<file path="src/rtl/alu_muldiv_seq.sv">
// Sequencer that runs 8x8 unsigned shift-add multiply and 8/8 restoring divide on an external 8-bit ALU.
// Optional divide path: define SEQ_DIV_EN to include it; otherwise op=1 completes at once with zero results.
module alu_muldiv_seq #(
  parameter int N = 8
) (
  input  logic         clk,
  input  logic         reset,
  input  logic         start,
  input  logic         op,
  input  logic [N-1:0] a_in,
  input  logic [N-1:0] b_in,
  output logic         busy,
  output logic         done,
  output logic [N-1:0] result_lo,
  output logic [N-1:0] result_hi,
  output logic         div_by_zero,
  output logic [3:0]   alu_op,
  output logic [N-1:0] alu_a,
  output logic [N-1:0] alu_b,
  output logic         alu_carry,
  input  logic [N:0]   alu_y
);

  localparam logic [3:0] OP_ZERO = 4'h0, OP_LOAD_A = 4'h1, OP_ROL = 4'h6,
                         OP_ROR  = 4'h7, OP_ADD    = 4'hc;
`ifdef SEQ_DIV_EN
  localparam logic [3:0] OP_SUB  = 4'hd;
`endif

  typedef enum logic [2:0] {
    IDLE, MUL_ADD, MUL_SHIFT
`ifdef SEQ_DIV_EN
    , DIV_SHIFT, DIV_SUB
`endif
  } state_e;

  state_e       state_q, state_d;
  logic [2:0]   it_q, it_d;
  logic [N-1:0] phi_q, phi_d, plo_q, plo_d, m_q, m_d;
  logic         c_q, c_d;
  logic [N-1:0] lo_q, lo_d, hi_q, hi_d;
  logic         done_q, done_d, dbz_q, dbz_d;
`ifdef SEQ_DIV_EN
  logic [N-1:0] r_q, r_d, q_q, q_d, d_q, d_d;
  logic         rmsb_q, rmsb_d;
`endif

  always_comb begin
    state_d   = state_q;
    it_d      = it_q;
    phi_d     = phi_q;
    plo_d     = plo_q;
    m_d       = m_q;
    c_d       = c_q;
    lo_d      = lo_q;
    hi_d      = hi_q;
    done_d    = 1'b0;
    dbz_d     = dbz_q;
    alu_op    = OP_ZERO;
    alu_a     = '0;
    alu_b     = '0;
    alu_carry = 1'b0;
`ifdef SEQ_DIV_EN
    r_d       = r_q;
    q_d       = q_q;
    d_d       = d_q;
    rmsb_d    = rmsb_q;
`endif
    case (state_q)
      IDLE: begin
        if (start) begin
          it_d  = '0;
          dbz_d = 1'b0;
          if (!op) begin
            phi_d   = '0;
            plo_d   = b_in;
            m_d     = a_in;
            state_d = MUL_ADD;
          end else begin
`ifdef SEQ_DIV_EN
            if (b_in != '0) begin
              r_d     = '0;
              q_d     = a_in;
              d_d     = b_in;
              state_d = DIV_SHIFT;
            end else begin
              done_d = 1'b1;
              lo_d   = '1;
              hi_d   = a_in;
              dbz_d  = 1'b1;
            end
`else
            done_d = 1'b1;
            lo_d   = '0;
            hi_d   = '0;
`endif
          end
        end
      end
      MUL_ADD: begin
        alu_op  = plo_q[0] ? OP_ADD : OP_LOAD_A;
        alu_a   = phi_q;
        alu_b   = m_q;
        phi_d   = alu_y[N-1:0];
        c_d     = alu_y[N];
        state_d = MUL_SHIFT;
      end
      MUL_SHIFT: begin
        // Rotate {c, P_hi} right; the bit falling out of P_hi enters P_lo.
        alu_op    = OP_ROR;
        alu_a     = phi_q;
        alu_carry = c_q;
        phi_d     = alu_y[N-1:0];
        plo_d     = {alu_y[N], plo_q[N-1:1]};
        if (it_q == 3'd7) begin
          done_d  = 1'b1;
          lo_d    = plo_d;
          hi_d    = phi_d;
          state_d = IDLE;
        end else begin
          it_d    = it_q + 3'd1;
          state_d = MUL_ADD;
        end
      end
`ifdef SEQ_DIV_EN
      DIV_SHIFT: begin
        alu_op    = OP_ROL;
        alu_a     = r_q;
        alu_carry = q_q[N-1];
        r_d       = alu_y[N-1:0];
        rmsb_d    = alu_y[N];
        q_d       = {q_q[N-2:0], 1'b0};
        state_d   = DIV_SUB;
      end
      DIV_SUB: begin
        // A set rmsb means the 9-bit remainder already exceeds D, so borrow is irrelevant.
        alu_op = OP_SUB;
        alu_a  = r_q;
        alu_b  = d_q;
        if (rmsb_q | ~alu_y[N]) begin
          r_d    = alu_y[N-1:0];
          q_d[0] = 1'b1;
        end
        if (it_q == 3'd7) begin
          done_d  = 1'b1;
          lo_d    = q_d;
          hi_d    = r_d;
          state_d = IDLE;
        end else begin
          it_d    = it_q + 3'd1;
          state_d = DIV_SHIFT;
        end
      end
`endif
      default: state_d = IDLE;
    endcase
  end

  always_ff @(posedge clk or negedge reset) begin
    if (!reset) begin
      state_q <= IDLE;
      it_q    <= '0;
      phi_q   <= '0;
      plo_q   <= '0;
      m_q     <= '0;
      c_q     <= 1'b0;
      lo_q    <= '0;
      hi_q    <= '0;
      done_q  <= 1'b0;
      dbz_q   <= 1'b0;
`ifdef SEQ_DIV_EN
      r_q     <= '0;
      q_q     <= '0;
      d_q     <= '0;
      rmsb_q  <= 1'b0;
`endif
    end else begin
      state_q <= state_d;
      it_q    <= it_d;
      phi_q   <= phi_d;
      plo_q   <= plo_d;
      m_q     <= m_d;
      c_q     <= c_d;
      lo_q    <= lo_d;
      hi_q    <= hi_d;
      done_q  <= done_d;
      dbz_q   <= dbz_d;
`ifdef SEQ_DIV_EN
      r_q     <= r_d;
      q_q     <= q_d;
      d_q     <= d_d;
      rmsb_q  <= rmsb_d;
`endif
    end
  end

  assign busy        = (state_q != IDLE);
  assign done        = done_q;
  assign result_lo   = lo_q;
  assign result_hi   = hi_q;
  assign div_by_zero = dbz_q;

endmodule

</file>
<file path="config.mk">
export PLATFORM = sky130hd
export DESIGN_NAME = alu_muldiv_seq
export DESIGN_NICKNAME = d
export VERILOG_FILES = /design/src/rtl/alu_muldiv_seq.sv
export SDC_FILE = /design/constraint.sdc
export NUM_CORES = 1
export LEC_CHECK = 0
export ABC_AREA = 1
export BUFFER_PORTS_ARGS = -buffer_cell sky130_fd_sc_hd__buf_2
export CAP_MARGIN = 0
export CORE_MARGIN = 2
export CORE_UTILIZATION = 56
export CTS_CLUSTER_SIZE = 25
export DETAILED_ROUTE_END_ITERATION = 10
export PLACE_DENSITY = 0.87
export SYNTH_ARGS = -nofsm -noshare
export SYNTH_HDL_FRONTEND = slang
export SYNTH_SLANG_ARGS = --single-unit
</file>
<file path="constraint.sdc">
create_clock -name clk -period 3.8 [get_ports clk]
set_input_delay 0.38 -clock clk [delete_from_list [all_inputs] [get_ports clk]]
set_output_delay 0.38 -clock clk [all_outputs]
set_load 0.03 [all_outputs]
</file>
==> impl_metrics.yaml <==
timing:
  finalCritPeriodShare_pct: 73.38
  fmax_mhz: 358.6
  min_period_ps: 2788
  tns_ps: 0
  finalHoldViolations: 0
  worst_pin_slew_ps: 1013
  setup_viol_count_final: 0
  finClkSkew_ps: 8.836
  rsz0062_at_grt: "no"
  max-slew-margin-rel_pct: 32.45
  drv_slew: 0
route:
  ant_nets: 0
  firstDrtPassIters: 4
  routed_wl_um: 5113
  vias: 2099
  viasPerCell: 4.836
  avgRoutedWirePerCell_um: 11.78
  route.detailed.drc: 0
  drt_iter0_drc: 229
floorplanning:
  dieArea_mm2: 0.004858
  io_pins: 69
  die_height_um: 69.70
  die_x_um: 69.70
  core_mm2: 0.004086
  rows: 23
  initial_utilization_pct: 59.15
setup_path:
  arrival_ps: 2410
  path_class: "register to output port"
  worstPathRequired_ps: 3420
  cp-end-kind: "output port"
  path_max_fanout: 24
  start_kind: "register"
outcome:
  status: "completed"
placement:
  dp_hpwl_um: 3655
  portBuffers: 67
  routabilityCongestion: 0.8550
cts:
  htree_num_levels: 2
  numCtsBuffers: 5
  clkLatencyLatePin_ps: 300
  numClockSinks: 47
  cts_buffer_depth: 2
  clk_pin_slew_ps: 90
  tritoncts: "yes"
  cts_root_buf: "clkbuf_8"
  cts_setup_buffers: 0
  ctsResizeCount: 0
  cts_hold_buf: 0
synth:
  syn_nets: 360
  ys_ff_latch: 47
  syn_inst: 322
  ys_seq_area_share_pct: 48.65
  yosys_warnings: 0
  ys_types: 21
  synthesis.area_mm2: 0.002417
  syn_avg_cell_area_um2: 7.507
finish:
  drive_gt1_share_pct: 21.61
  mostFrequentLayoutCell: "nand2_1"
  final_util_pct: 69.69
  layout.nets: 421
  area_growth_syn_to_layout_pct: 17.81
  diodes: 0
  regArea_mm2: 0.001176
  mostFrequentLayoutCells: "nand2_1, buf_2, inv_1, dfrtp_1, nand3_1"
  n_fill_cell: 345
  multi_input_area_um2: 978.4
global_routing:
  overflow: 0
  grt.total_usage_pct: 22.94
  grt_max_degree: 48
  grt_pass1_wl_um: 9080
  grt_pass1_vias: 2057
  antenna_found_initial: 0
pwr:
  vdd_ir_drop_max_mv: 0.6551
  p_per_area_mw_per_mm2: 884.5
  p_leak_nw: 1.897
min_path:
  min_path_type: "input pin to asynchronous set/reset pin"
flow_run:
  drv_cap: 0
final timing paths:
path	start	endpoint	slack, ps	depth (start not counted)
max	state_q[0]$_DFFE_PN0P_	alu_op[0]	1010	5
max reg2reg	state_q[0]$_DFFE_PN0P_	plo_q[4]$_DFFE_PN0P_	1190	7
min in group clk	a_in[7]	m_q[7]$_DFFE_PN0P_	320	3
max in group asynchronous	reset	plo_q[7]$_DFFE_PN0P_	2920	1
min reg2reg	result_lo[4]$_DFFE_PN0P_	result_lo[4]$_DFFE_PN0P_	470	2
min	reset	phi_q[3]$_DFFE_PN0P_	250	1
power by group:
part	total [mW]	internal, mW	switching (mW)	leakage [nW]
combinational	1.35	0.366	0.984	1.23
clock	0.333	0.166	0.167	0.0505
sequential	0.835	0.717	0.118	0.615
total	2.52	1.25	1.27	1.90
registers in the layout (all words and copies together) (netlist names):
register / flops
result_hi: 8
plo_q: 8
c_q: 1
done: 1
result_lo: 8
phi_q: 8
it_q: 3
m_q: 8
state_q: 2
per-layer routing:
metal,routed length [um],track usage (%)
met1,2421,32.06
met2,2359,37.82
met3,293,3.779
met4,39,5.342
met5,0,0
cells in the mapped netlist:
master	number	area, um^2
a21oi_1	4	20.02
buf_2	9	45.04
buf_4	1	7.510
buf_6	1	11.26
clkbuf_1	2	7.510
conb_1	1	3.750
dfrtp_1	47	1176
ha_1	9	112.6
inv_1	48	180.2
inv_2	3	11.26
mux2_2	1	11.26
nand2_1	139	521.8
nand2_2	1	6.260
nand2_4	1	11.26
nand3_1	27	135.1
nand3b_1	2	15.01
nor2_1	3	11.26
nor2_4	2	22.52
o21ai_0	18	90.09
o21ai_1	1	5.000
o22ai_1	2	12.51
worst max-delay path: stages (launching register included):
cell and delay [ps]:
dfrtp_1 440, inv_1 160, ha_1 660, inv_1 390, o22ai_1 240, buf_2 220
cells by family after synthesis:
| group | Yosys count | synth area share (%) |
|---|---|---|
| buffers and inverters | 64 | 10.87 |
| other | 1 | 0.1551 |
| AO/OA/AOI/OAI | 25 | 5.279 |
| multiplexers | 1 | 0.4658 |
| adder cells (fa/ha/maj) | 9 | 4.658 |
| AND/OR/NAND/NOR | 175 | 29.92 |
| flip-flops | 47 | 48.65 |
metrics by stage:
step	setup slack [ps]	hold WS (ps)	area [um^2]	total power [mW]	cells
6_report	1012	246.5	2848	2.519	434
5_1_grt	843.5	330.3	2848	2.733	434
4_1_cts	1026	305.9	2848	2.529	434
3_5_place_dp	1233	453.9	2744	2.192	426
3_3_place_gp	1373	450.0	2744	2.147	426
2_1_floorplan	1750	84.41	2417	1.884	322
layout make-up:
type                       count  share of cell area [%]
sequential                    47                   41.30
multi-input combinational    211                   34.36
timing repair buffer          67                   11.78
inverter                      51                   6.722
clock buffer                   7                   3.383
tap                           50                   2.197
clock inverter                 1                  0.2636
(Power assumes the default switching activity.)
